<file path="config.mk">
export PLATFORM = sky130hd
export DESIGN_NAME = divider_iterative
export DESIGN_NICKNAME = d
export VERILOG_FILES = /design/src/rtl/m_ext_pkg.sv /design/src/rtl/divider_iterative.sv
export SDC_FILE = /design/constraint.sdc
export NUM_CORES = 1
export LEC_CHECK = 0
export BUFFER_PORTS_ARGS = -buffer_cell sky130_fd_sc_hd__buf_2
export CAP_MARGIN = 15
export CORE_MARGIN = 3
export CORE_UTILIZATION = 50
export CTS_CLUSTER_SIZE = 20
export DETAILED_ROUTE_END_ITERATION = 12
export GPL_TIMING_DRIVEN = 0
export PLACE_DENSITY_LB_ADDON = 0.3
export SYNTH_ARGS = -nofsm -noshare
export SYNTH_HDL_FRONTEND = slang
export SYNTH_SLANG_ARGS = --single-unit
export TNS_END_PERCENT = 5
</file>
<file path="constraint.sdc">
create_clock -name clk -period 2.65 [get_ports clk]
set_input_delay 0 -clock clk [delete_from_list [all_inputs] [get_ports clk]]
set_output_delay 0 -clock clk [all_outputs]
set_load 0.03 [all_outputs]
</file>
<file path="src/rtl/m_ext_pkg.sv">
// Shared M-extension types and constants used by the decode stage and the divider.
package m_ext_pkg;

  typedef enum logic [1:0] {
    DIV  = 2'd0,
    DIVU = 2'd1,
    REM  = 2'd2,
    REMU = 2'd3
  } div_op_t;

  typedef enum logic [2:0] {
    IDLE = 3'd0,
    PREP = 3'd1,
    CALC = 3'd2,
    FIX  = 3'd3,
    DONE = 3'd4
  } div_state_t;

  localparam logic [31:0] DIV_BY_ZERO_Q = 32'hFFFF_FFFF;
  localparam logic [31:0] INT_MIN       = 32'h8000_0000;

endpackage

</file>
<file path="src/rtl/divider_iterative.sv">
// Multi-cycle radix-2 restoring divider for RV32M DIV/DIVU/REM/REMU with a start/done handshake.
module divider_iterative
  import m_ext_pkg::*;
#(
  parameter int XLEN = 32
) (
  input  logic            clk,
  input  logic            rst,
  input  logic            start,
  input  logic [1:0]      div_opcode,
  input  logic [XLEN-1:0] operand1,
  input  logic [XLEN-1:0] operand2,
  output logic            busy,
  output logic            done,
  output logic [XLEN-1:0] result_divide
);

  localparam int CNT_W = $clog2(XLEN);
  localparam logic [CNT_W-1:0] CNT_LAST = CNT_W'(XLEN - 1);
  localparam logic [XLEN-1:0] INT_MIN_X = XLEN'(INT_MIN);
  localparam logic [XLEN-1:0] DBZ_Q_X   = XLEN'(DIV_BY_ZERO_Q);

  div_state_t        state_reg, state_next;
  div_op_t           op_reg;
  logic              is_signed_reg;
  logic              q_neg_reg;
  logic              r_neg_reg;
  logic [XLEN-1:0]   dividend_reg;
  logic [XLEN-1:0]   divisor_reg;
  logic [2*XLEN-1:0] acc_reg;
  logic [CNT_W-1:0]  cnt_reg;
  logic [XLEN-1:0]   result_reg;

  logic              is_rem;
  logic              div_zero;
  logic              overflow;
  logic [XLEN-1:0]   abs_dividend;
  logic [XLEN-1:0]   abs_divisor;
  logic [XLEN:0]     rem_wide;
  logic [XLEN:0]     trial;
  logic [XLEN-1:0]   step_rem;
  logic [XLEN-1:0]   quo_fix;
  logic [XLEN-1:0]   rem_fix;

  assign is_rem   = (op_reg == REM) || (op_reg == REMU);
  // Evaluated in PREP while dividend_reg/divisor_reg still hold the raw operands.
  assign div_zero = (divisor_reg == '0);
  assign overflow = is_signed_reg && (dividend_reg == INT_MIN_X) && (divisor_reg == '1);

  assign abs_dividend = (is_signed_reg && dividend_reg[XLEN-1]) ? -dividend_reg : dividend_reg;
  assign abs_divisor  = (is_signed_reg && divisor_reg[XLEN-1])  ? -divisor_reg  : divisor_reg;

  // The remainder keeps the bit shifted out of the top so 2*rem cannot overflow XLEN bits.
  assign rem_wide = acc_reg[2*XLEN-1:XLEN-1];
  assign trial    = rem_wide - {1'b0, divisor_reg};
  assign step_rem = trial[XLEN] ? rem_wide[XLEN-1:0] : trial[XLEN-1:0];

  assign quo_fix = q_neg_reg ? -acc_reg[XLEN-1:0] : acc_reg[XLEN-1:0];
  assign rem_fix = r_neg_reg ? -acc_reg[2*XLEN-1:XLEN] : acc_reg[2*XLEN-1:XLEN];

  assign result_divide = result_reg;

  always_ff @(posedge clk) begin
    if (rst) begin
      state_reg <= IDLE;
    end else begin
      state_reg <= state_next;
    end
  end

  always_comb begin
    state_next = state_reg;
    busy       = 1'b1;
    done       = 1'b0;
    case (state_reg)
      IDLE: begin
        busy = 1'b0;
        if (start) state_next = PREP;
      end
      PREP: state_next = (div_zero || overflow) ? DONE : CALC;
      CALC: if (cnt_reg == CNT_LAST) state_next = FIX;
      FIX:  state_next = DONE;
      DONE: begin
        done       = 1'b1;
        state_next = IDLE;
      end
      default: state_next = IDLE;
    endcase
  end

  always_ff @(posedge clk) begin
    if (rst) begin
      op_reg        <= DIV;
      is_signed_reg <= 1'b0;
      q_neg_reg     <= 1'b0;
      r_neg_reg     <= 1'b0;
      dividend_reg  <= '0;
      divisor_reg   <= '0;
      acc_reg       <= '0;
      cnt_reg       <= '0;
      result_reg    <= '0;
    end else begin
      case (state_reg)
        IDLE: begin
          if (start) begin
            op_reg        <= div_op_t'(div_opcode);
            is_signed_reg <= ~div_opcode[0];
            q_neg_reg     <= ~div_opcode[0] & (operand1[XLEN-1] ^ operand2[XLEN-1]);
            r_neg_reg     <= ~div_opcode[0] & operand1[XLEN-1];
            dividend_reg  <= operand1;
            divisor_reg   <= operand2;
          end
        end
        PREP: begin
          cnt_reg     <= '0;
          acc_reg     <= {{XLEN{1'b0}}, abs_dividend};
          divisor_reg <= abs_divisor;
          if (div_zero) begin
            result_reg <= is_rem ? dividend_reg : DBZ_Q_X;
          end else if (overflow) begin
            result_reg <= is_rem ? '0 : INT_MIN_X;
          end
        end
        CALC: begin
          acc_reg <= {step_rem, acc_reg[XLEN-2:0], ~trial[XLEN]};
          cnt_reg <= cnt_reg + 1'b1;
        end
        FIX: result_reg <= is_rem ? rem_fix : quo_fix;
        default: ;
      endcase
    end
  end

endmodule

</file>
* Word level (Yosys, flattened, before mapping)
Index checks and enable logic that the tools add are counted.
** Word-level totals
- Register bits :: 173
- Input port bits :: 69
- Output and inout bits :: 34
- Word-level logic and storage cells :: 70
** Operators by class
- Add/subtract/negate cells :: 6
- Eq/ne operators :: 13
- Muxes and demuxes :: 21
- Bitwise logic cells :: 5
- Reductions and logical operators :: 15
** Operator list (count)
- 32-bit 2-to-1 mux :: 11
- 32-bit negator :: 4
- 32-bit case mux with 2 select lines :: 2
- 64-bit case mux with 2 select lines :: 1
- 32-bit == test, second input constant :: 2
- 33-bit by 32-bit subtractor with 33-bit output :: 1
- 32-bit zero test :: 1
- 3-bit case mux with 4 select lines :: 1
- 5-bit case mux with 2 select lines :: 1
- 3-bit 2-to-1 mux :: 3
- 3-bit by 2-bit == test with 1-bit output, second input constant :: 2
- 2-bit inequality test, second input constant :: 3
- 2-bit AND reduction :: 3
- 2-bit nonzero test :: 3
- 5-bit by 1-bit adder with 5-bit output, second input constant :: 1
- 5-bit == test, second input constant :: 1
- 2-bit == test, second input constant :: 2
- 1-bit logical AND :: 4
- 3-bit by 1-bit == test with 1-bit output, second input constant :: 1
- 3-bit == test, second input constant :: 1
- 3-bit zero test :: 1
- 3-bit inequality test, second input constant :: 1
- 3-bit AND reduction :: 1
- 1-bit bitwise AND :: 2
- other kinds (4) :: 7

* Depth between registers and ports, before layout
Gate-level depths: netlist of run 1.
- Depth after elaboration :: 6
- Gate-level depth with buffers :: 14
- Gate-level depth less buffers :: 12

* Least setup slack after synthesis of run 1
No wires, ideal clock.
- Kind :: register to register
- From :: register divisor_reg[5]
- To :: register acc_reg[58]
- Library setup time :: 125 ps
- Arrival time :: 2700 ps
- Data required time :: 2525 ps
- Slack :: -176 ps
- Cell stages (with the launch flop) :: 12
- Period minus slack after synthesis :: 2826 ps
- Cell sequence :: dfxtp_1 -> inv_1 -> ha_1 -> a21o_1 -> a211o_1 -> o211ai_1 -> nand4_1 -> a221oi_1 -> o31ai_1 -> a41oi_1 -> xor2_1 -> o21ai_0
** On the way
- Longest elaborated chain between the ends :: 3
** Ends and longest elaborated chain
- start, declared :: RTL line divider_iterative.sv:29 : logic [XLEN-1:0] divisor_reg;
- start signal, assigned :: RTL line divider_iterative.sv:111 : divisor_reg <= operand2;
- start signal, assigned :: RTL line divider_iterative.sv:117 : divisor_reg <= abs_divisor;
- 33-bit by 32-bit subtractor with 33-bit output :: RTL line divider_iterative.sv:55 : assign trial = rem_wide - {1'b0, divisor_reg};
- 32-bit 2-to-1 mux :: RTL line divider_iterative.sv:56 : assign step_rem = trial[XLEN] ? rem_wide[XLEN-1:0] : trial[XLEN-1:0];
- 64-bit case mux with 2 select lines :: RTL line divider_iterative.sv:103 : case (state_reg)
- end signal, assigned :: RTL line divider_iterative.sv:116 : acc_reg <= {{XLEN{1'b0}}, abs_dividend};
- end signal, assigned :: RTL line divider_iterative.sv:125 : acc_reg <= {step_rem, acc_reg[XLEN-2:0], ~trial[XLEN]};
- end, declared :: RTL line divider_iterative.sv:30 : logic [2*XLEN-1:0] acc_reg;
Every way passes these cells.
A chain may end at the register's enable or synchronous reset.

* Worst setup path after layout of run 1
- From :: register dividend_reg[22]
- To :: register result_reg[12] (netlist: result_divide[12])
** On the way
- Longest elaborated chain between the ends :: 5
** Ends and longest elaborated chain
- start, declared :: RTL line divider_iterative.sv:28 : logic [XLEN-1:0] dividend_reg;
- start signal, assigned :: RTL line divider_iterative.sv:110 : dividend_reg <= operand1;
- 32-bit == test :: RTL line divider_iterative.sv:48 : assign overflow = is_signed_reg && (dividend_reg == INT_MIN_X) && (divisor_reg == '1);
- 1-bit logical AND (2 in series) :: RTL line divider_iterative.sv:48
- 3-bit inequality test (no source line)
- 2-bit AND reduction (no source line)
- end signal, assigned :: RTL line divider_iterative.sv:119 : result_reg <= is_rem ? dividend_reg : DBZ_Q_X;
- end signal, assigned :: RTL line divider_iterative.sv:121 : result_reg <= is_rem ? '0 : INT_MIN_X;
- end signal, assigned :: RTL line divider_iterative.sv:128 : FIX: result_reg <= is_rem ? rem_fix : quo_fix;
- end, declared :: RTL line divider_iterative.sv:32 : logic [XLEN-1:0] result_reg;
Every way passes these cells.

==> impl_results.md, run 1 <==
* Status: complete, but fails checks
* Failing checks: setup timing
* Final setup viols at 83
* Top_reg_cell synth: dfxtp_1
* WL final at 44300 microns
* Maximum operating frequency at 0.322 GHz
* First-pass GRT wire length at 68000 microns
* Htree depth at 4
* YS warnings at 0
* Area Overhead vs Synth at 24.6%
* Worst hold slack at 9.60 ps
* Post-Syn Area at 11700 sq um
* Number of synthesized register bits at 172
* Area of the core at 22800 sq um
* Clock sink count at 172
* Sequential power share at 37.8%
* Fin Clk Skew at 21.0 ps
* Hpwl dp at 33700 microns
* Synth async-reset ratio at 0%
* Fraction of layout cells with a size suffix above 1 at 17.6%
* Total grt overflow at 0
* Final hold vios at 0
* Post-Place Cell Area at 12700 sq um
* Crit path capture type: flop
* Gate power share at 30.1%
* P_sw at 2770 uW
* EDFF count, synth at 0
* Die height at 159 microns
* Period utilization at 117%
* Worst-Margin Slew at 924 ps
* CP arrival at 3480 ps
* RePlAce Congestion at 1.01
* Lkg Pwr at 0.00572 uW
* Slew headroom at 38.4%
* Post-route cell area at 14600 sq um
* Final worst setup slack at -456 ps
* Cell Pwr Density at 529 nW/um^2
* Via count at 12977
* Sw frac at 35.9%
* Via-per-instance ratio at 6.20
* Clock network power share at 32.1%
* Metal2 WL at 20500 microns
* Antenna-violating nets left at 0
* Vias in the first global route at 12278
* ANT cells at 0
* Seq/Total Area, Yosys at 29.3%
* Routed met3 length at 3130 microns
* RSZ-0062 raised after global routing: yes
* # DRC at 0
* Final Critical Period at 3110 ps
* Port Buffer Count at 101
* Clock Latency Late Sink at 450 ps
* CTS tree: built
* Fin. max-slew vios at 0
* Crit path launch type: flop
* Internal power at 4960 uW
* DP Cell Count at 1981
* Initial Util at 51.4%
* Crit Path Category: reg -> reg
* Reg clk slew, reported paths at 70 ps
* First-pass DRT Iterations at 6
* Met1 Wirelength at 17700 microns
* CP Max Fanout at 5
* Initial antenna violation count at 1
* Hold WC Path Type: in -> reg
* GRT Total Usage at 33.7%
* Worst-case clock buffer depth at 2
* Netlist cell types at 74
* Syn Nets at 1676
* Top sig layer: met5
* Largest net degree at the start of global routing at 17
* I/O Pins at 103
* Drt wl/cell at 21.1 microns
* Std-Cell Rows at 55
* Post-Layout Cell Count at 2094
* Die Footprint at 25400 sq um
* Root buf cell: clkbuf_16
* Initial DRC count at 1299
* Cts bufs inserted at 17
* Number of flip-flops under the largest register name at 64
* Max Cap Viol at 0
* Nets@finish at 1879
* Place WS at -1170 ps
* Post-Syn Instances at 1567
* Critical Path RT at 3020 ps
* Syn Area/Cell at 7.50 sq um
* Die Wd at 159 microns
* VDD IR max at 0.421 mV
==> layout make-up <==
type                            count  area (sq um)
Fill cell                        2034          8220
Multi-Input combinational cell   1240          8070
Sequential cell                   172          3500
Timing Repair Buffer              188          1370
Buffer                             98           543
Clock buffer                       19           453
Tap cell                          313           392
Inverter                           53           201
Clock inverter                     11           111
==> layout by cell type, fill, tap and decap left out, drive strengths merged, types with 19 or more instances in the layout <==
cell         count
a21oi          173
a22oi           48
buf            153
clkbuf          88
dfxtp          172
dlygate4sd3     63
ha              39
inv             57
mux2i           24
nand2          233
nand2b          21
nand3           34
nand4           19
nor2           104
nor3            38
nor4            20
o211ai          25
o21ai          117
o31ai           32
xnor2           65
xor2            57
==> routing by layer <==
layer	track usage (%)	vias to the layer above
met5	0	-
met2	55.8	630
met3	4.73	142
met4	19.6	2
met1	41.9	6123
li1	-	6080
==> synthesized netlist by cell type (4+ instances only) <==
| master | instances | share of area [%] |
|---|---|---|
| ha_1 | 39 | 4.2 |
| o2111ai_1 | 12 | 0.89 |
| a31oi_1 | 16 | 0.85 |
| nand3_1 | 33 | 1.4 |
| a221oi_1 | 11 | 0.82 |
| or4_1 | 10 | 0.64 |
| buf_2 | 11 | 0.47 |
| a211oi_1 | 7 | 0.45 |
| clkbuf_1 | 68 | 2.2 |
| or4_4 | 4 | 0.38 |
| a22oi_1 | 48 | 3.1 |
| a311oi_1 | 5 | 0.37 |
| o31ai_1 | 32 | 2.0 |
| o22ai_1 | 13 | 0.69 |
| nand2_1 | 233 | 7.4 |
| nor3_1 | 34 | 1.4 |
| dfxtp_1 | 172 | 29 |
| o21bai_1 | 8 | 0.51 |
| mux2i_1 | 24 | 2.0 |
| xor2_1 | 57 | 4.3 |
| and2_1 | 5 | 0.27 |
| a32oi_1 | 9 | 0.67 |
| o41ai_1 | 12 | 0.89 |
| a21oi_1 | 173 | 7.4 |
| nor2b_1 | 13 | 0.69 |
| nor4_1 | 14 | 0.75 |
| buf_1 | 14 | 0.45 |
| nand4_1 | 19 | 1.0 |
| xnor2_1 | 65 | 4.8 |
| nor3_2 | 4 | 0.34 |
| nor2_1 | 103 | 3.3 |
| nor4_2 | 4 | 0.43 |
| or3_1 | 14 | 0.75 |
| o211ai_1 | 25 | 1.6 |
| a21o_1 | 7 | 0.45 |
| nand2b_1 | 21 | 1.1 |
| o21ai_0 | 115 | 4.9 |
| inv_1 | 53 | 1.7 |
| and3_1 | 7 | 0.37 |
| nor3b_1 | 4 | 0.26 |
==> timing repair <==
item,CTS,global route
gates cloned,2,0
endpoints found under the setup margin,103,115
hold buffers,62,0
endpoints found under the hold margin,64,0
pin swaps,24,27
buffers inserted,17,6
resized for setup,71,105
==> power groups by stage <==
stage | Clock (uW) | Sequential (uW) | Combinational, uW
floorplan | 0 | 2900 | 1410
global placement | 0 | 2960 | 1930
detailed placement | 0 | 2960 | 1960
CTS | 2480 | 2900 | 2170
global route | 2590 | 2930 | 2520
finish | 2490 | 2920 | 2330
==> worst paths after layout <==
check	end	from	slack [ps]	cells after the start
max	result_divide[12]$_SDFFE_PP0P_	dividend_reg[22]$_SDFFE_PP0P_	-460	11
min	divisor_reg[2]$_SDFFE_PP0P_	operand2[2]	10	4
min reg2reg	result_divide[6]$_SDFFE_PP0P_	result_divide[6]$_SDFFE_PP0P_	450	2
max reg2reg	result_divide[12]$_SDFFE_PP0P_	dividend_reg[22]$_SDFFE_PP0P_	-460	11
==> metrics by stage <==
step / total power [uW] / setup TNS (ps) / util [%]
after floorplan: 4310 / -398 / -
after global placement: 4890 / -47960 / 55.4
after detailed placement: 4920 / -51810 / 55.4
after CTS: 7560 / -21910 / 62.5
after global routing: 8040 / -26420 / 64.0
final: 7730 / -18080 / 64.0
==> worst max-delay path: stages (launching register included) <==
cell      delay, ps
dfxtp_4         350
or4_4           550
nor4_4          210
nand3_2         150
nand4b_1        400
nor4_4          380
nor3_2          110
nor2_2          240
buf_6           190
buf_8           130
o211ai_1        150
a21oi_1         160
==> cells by family (layout without fill, tap and decap cells) <==
logic type	after synthesis	count (layout)	share of synthesized area, %
multiplexers	25	25	2.14
buffers and inverters	155	369	5.77
adder cells (fa/ha/maj)	40	40	4.33
AO/OA/AOI/OAI	511	511	27.0
AND/OR/NAND/NOR	542	542	22.4
flip-flops	172	172	29.3
XOR/XNOR	122	122	9.10
(Power assumes the default switching activity.)
==> run 2, diff against run 1 <==
Settings changed: RECOVER_POWER set to 100.
==> impl_results.md, run 2 (synthesis results as in run 1) <==
* Status: complete, but fails checks
* Failing checks: setup timing
* Fillcell total at 2052
* R2r setup slk at -410 ps
* Die Wd at 159 microns
* Total grt overflow at 0
* Worst-Margin Slew at 976 ps
* Hpwl dp at 33700 microns
* Via-per-instance ratio at 6.23
* Initial Util at 51.4%
* Final Critical Period at 3060 ps
* Clock sink count at 172
* Place WS at -1170 ps
* Max Cap Viol at 0
* Reg2reg start: dividend_reg[22]$_SDFFE_PP0P_
* Port Buffer Count at 101
* Antenna-violating nets left at 0
* Cell Pwr Density at 532 nW/um^2
* Total power at 7750 uW
* Die Footprint at 25400 sq um
* Area Overhead vs Synth at 24.1%
* Hold WC Path Type: in -> reg
* Period utilization at 115%
* Largest net degree at the start of global routing at 17
* Clock Latency Late Sink at 450 ps
* ANT cells at 0
* Nets@finish at 1879
* Root buf cell: clkbuf_16
* Htree depth at 4
* # DRC at 0
* First-pass DRT Iterations at 8
* Lkg Pwr at 0.00556 uW
* Via count at 13053
* Post-Layout Cell Count at 2094
* VDD IR max at 0.428 mV
* Critical Path RT at 3020 ps
* Post-route cell area at 14600 sq um
* I/O Pins at 103
* CP Max Fanout at 5
* Slew headroom at 34.9%
* Post-route setup TNS at -16510 ps
* Number of flip-flops under the largest register name at 64
* Reg clk slew, reported paths at 70 ps
* Fin. max-slew vios at 0
* Post-Place Cell Area at 12700 sq um
* Final hold vios at 0
* Critical Path Start: dividend_reg[22]$_SDFFE_PP0P_
* Drt wl/cell at 21.3 microns
* Most common cell after layout, fill and taps aside: nand2_1
* DP Cell Count at 1981
* Fin Clk Skew at 19.9 ps
* CTS tree: built
* Std-Cell Rows at 55
* Crit path capture type: flop
* Vias in the first global route at 12278
* Final setup viols at 83
* Area of the core at 22800 sq um
* Crit path launch type: flop
* RePlAce Congestion at 1.01
* Most frequent cells in the layout: nand2_1, a21oi_1, dfxtp_1, o21ai_0, nor2_1
* Fraction of layout cells with a size suffix above 1 at 15.6%
* Die height at 159 microns
* GRT Total Usage at 33.7%
* WL final at 44500 microns
* RSZ-0062 raised after global routing: yes
* Initial antenna violation count at 1
* HP Start: operand2[27]
* Initial DRC count at 1314
* Worst-case clock buffer depth at 2
* First-pass GRT wire length at 68000 microns
* CP arrival at 3430 ps
* Final worst setup slack at -405 ps
* Cts bufs inserted at 17
* Crit Path Category: reg -> reg
* Maximum operating frequency at 0.327 GHz
run 2: final cells by class:
| cell class | count | area [sq um] | area share, % |
|---|---|---|---|
| multi-input cells | 1240 | 8050 | 55.3 |
| flip-flops and latches | 172 | 3500 | 24.0 |
| repair buffers | 188 | 1320 | 9.06 |
| plain buffers | 98 | 542 | 3.72 |
| clock buffers | 19 | 453 | 3.11 |
| well taps | 313 | 392 | 2.69 |
| inverters | 53 | 201 | 1.38 |
| clock inverters | 11 | 111 | 0.764 |
run 2: metal layers:
metal,share of wire (%),vias to the layer above,GRT usage [%]
li1,-,6085,-
met1,40,6185,41.9
met5,0.022,-,0
met4,6.6,2,19.6
met2,46,625,55.8
met3,6.7,156,4.73
run 2: per-stage QoR:
stage          utilization (%)  hold WS [ps]
2_1_floorplan                -           136
3_3_place_gp              55.4           243
3_5_place_dp              55.4           247
4_1_cts                   62.5          8.26
5_1_grt                   63.8          47.2
6_report                  63.8          8.57
run 2: power breakdown:
group	leakage, uW	switching [uW]	internal, uW	total [uW]
Clock	0.000278	1160	1350	2510
Combinational	0.00388	1420	898	2320
Sequential	0.00141	217	2700	2920
run 2: path summary, 6_finish.rpt:
kind | to | cells past startpoint
max | result_divide[1]$_SDFFE_PP0P_ | 12
min | divisor_reg[27]$_SDFFE_PP0P_ | 4
min reg2reg | result_divide[9]$_SDFFE_PP0P_ | 2
max reg2reg | result_divide[1]$_SDFFE_PP0P_ | 12
run 2: what timing repair did:
action | in CTS | in global routing
buffers inserted | 17 | 6
gates cloned | 2 | 0
resized for setup | 71 | 105
hold buffers | 62 | 0
setup endpoints to repair | 103 | 115
pin swaps | 24 | 27
endpoints found under the hold margin | 64 | 0
run 2: worst max-delay path, cell delays in order (launching register included):
cell and delay [ps]:
dfxtp_4 350, or4_4 550, nor4_4 210, nand3_2 150
nand4b_1 370, nor4_4 370, nor3_2 120, nor2_2 240
buf_6 190, buf_12 110, clkbuf_16 130, nand3_2 60
a21oi_2 130
==> run 3, diff against run 2 <==
Settings changed: CELL_PAD_IN_SITES_DETAIL_PLACEMENT set to 1, CELL_PAD_IN_SITES_GLOBAL_PLACEMENT set to 2, CORE_UTILIZATION 50 to 32.
==> impl_results.md, run 3 (synthesis results as in run 1) <==
* Critical Path RT at 3020 ps
* CP arrival at 3400 ps
* Most common cell after layout, fill and taps aside: nand2_1
* CP max-delay cell: or4_4
* Initial DRC count at 870
* Largest net degree at the start of global routing at 18
* Cts bufs inserted at 17
* Crit Path Category: reg -> reg
* CP most frequent cell: nor4_4
* Root buf cell: clkbuf_16
* Lkg Pwr at 0.00569 uW
* Crit path capture type: flop
* Hold WC Path Type: in -> reg
* Failing checks: setup timing
* Clock Latency Late Sink at 460 ps
* Via-per-instance ratio at 5.71
* Die height at 198 microns
* Final worst setup slack at -377 ps
* Fin. max-slew vios at 0
* Fraction of layout cells with a size suffix above 1 at 16.4%
* Initial antenna violation count at 0
* Number of flip-flops under the largest register name at 64
* Die Footprint at 39000 sq um
* Reg clk slew, reported paths at 80 ps
* Total grt overflow at 0
* Sequential cell area at 3500 sq um
* Hpwl dp at 40200 microns
* Std-Cell Rows at 69
* Final Critical Period at 3030 ps
* CTS tree: built
* RSZ-0062 raised after global routing: yes
* VDD IR max at 0.428 mV
* WL final at 52300 microns
* Maximum operating frequency at 0.330 GHz
* ANT cells at 0
* Period utilization at 114%
* Status: complete, but fails checks
* # DRC at 0
* CP bufs+invs at 2
* Vias in the first global route at 13030
* GRT Total Usage at 26.3%
* RePlAce Congestion at 0.950
* First-pass DRT Iterations at 5
* Drt wl/cell at 23.2 microns
* Cell Pwr Density at 535 nW/um^2
* CP Cell Sequence: or4_4, nor4_4, nand3_2, nand4b_1, nor4_4, nor3_2, nor2_2, buf_6, buf_4, o2111ai_2, a21oi_1
* Multi-input logic area at 8160 sq um
* Post-Place Cell Area at 12800 sq um
* Die Wd at 198 microns
* Port Buffer Count at 101
* Worst-case clock buffer depth at 2
* Slew headroom at 39.4%
* Fin Clk Skew at 16.9 ps
* CP Max Fanout at 7
* Worst hold slack at 7.07 ps
* Area Overhead vs Synth at 27.5%
* Area of the core at 35900 sq um
* Antenna-violating nets left at 0
* Htree depth at 4
* Post-route cell area at 15000 sq um
* Nets@finish at 1892
* Initial Util at 32.7%
* Clock sink count at 172
* Final hold vios at 0
* Via count at 12884
* Max Cap Viol at 0
* First-pass GRT wire length at 78700 microns
* Fillcell total at 4432
* Final setup viols at 81
* Largest stage delay on the critical path at 560 ps
* I/O Pins at 103
* Worst-Margin Slew at 908 ps
* Worst path top cell family by delay: simple AND/OR/NAND/NOR gates
* Crit path launch type: flop
* Most frequent cells in the layout: nand2_1, a21oi_1, dfxtp_1, o21ai_0, nor2_1
## run 3: path summary, 6_finish.rpt
| kind | cells after the start | start | slack (ps) | to |
|---|---|---|---|---|
| worst max-delay path | 11 | dividend_reg[22]$_SDFFE_PP0P_ | -380 | result_divide[3]$_SDFFE_PP0P_ |
| worst min-delay path | 5 | operand2[31] | 7 | q_neg_reg$_SDFFE_PP0P_ |
| worst max register to register | 11 | dividend_reg[22]$_SDFFE_PP0P_ | -380 | result_divide[3]$_SDFFE_PP0P_ |
| worst min register to register | 2 | result_divide[8]$_SDFFE_PP0P_ | 460 | result_divide[8]$_SDFFE_PP0P_ |
## run 3: repair_timing
item                                    CTS  global route
gates cloned                              2             2
pin swaps                                28            22
endpoints found under the setup margin  122           130
resized for setup                       100            90
endpoints found under the hold margin    67             0
hold buffers                             65             0
setup buffers                            17            14
## run 3: power breakdown
part | switching [uW] | internal, uW
logic | 1520 | 941
registers | 228 | 2700
clock network | 1280 | 1330
total | 3030 | 4980
## run 3: routing by layer
layer / up-vias / wire, microns / global-route usage, % / share of wire, %
met5: - / 0 / 0 / 0
met4: 0 / 1250 / 7.16 / 2.4
met3: 65 / 1920 / 2.98 / 3.7
met2: 296 / 25900 / 47.0 / 50
met1: 6412 / 23200 / 33.6 / 44
li1: 6111 / - / - / -
## run 3: tightest hold or removal path: stages
cell     delay [ps]
buf_2           110
xnor2_1         110
nor3_1           40
a21oi_1         110
nor2_1           50
## run 3: stage by stage
| stage | utilization, % | setup slack, ps | total power (uW) | setup TNS (ps) | std cells |
|---|---|---|---|---|---|
| 2_1_floorplan | - | -26.3 | 4310 | -398 | 1567 |
| 3_3_place_gp | 35.8 | -1200 | 4990 | -57490 | 2129 |
| 3_5_place_dp | 35.8 | -1280 | 5030 | -63380 | 2129 |
| 4_1_cts | 40.6 | -527 | 7860 | -25420 | 2243 |
| 5_1_grt | 41.7 | -452 | 8390 | -30870 | 2257 |
| 6_report | 41.7 | -377 | 8010 | -17610 | 2257 |
## run 3: cell type report
type	count	area share, %
inverter	53	1.37
timing repair buffer	201	9.50
multi-input combinational	1240	54.5
sequential	172	23.3
clock buffer	17	2.84
tap	461	3.85
clock inverter	15	1.03
buffer	98	3.62
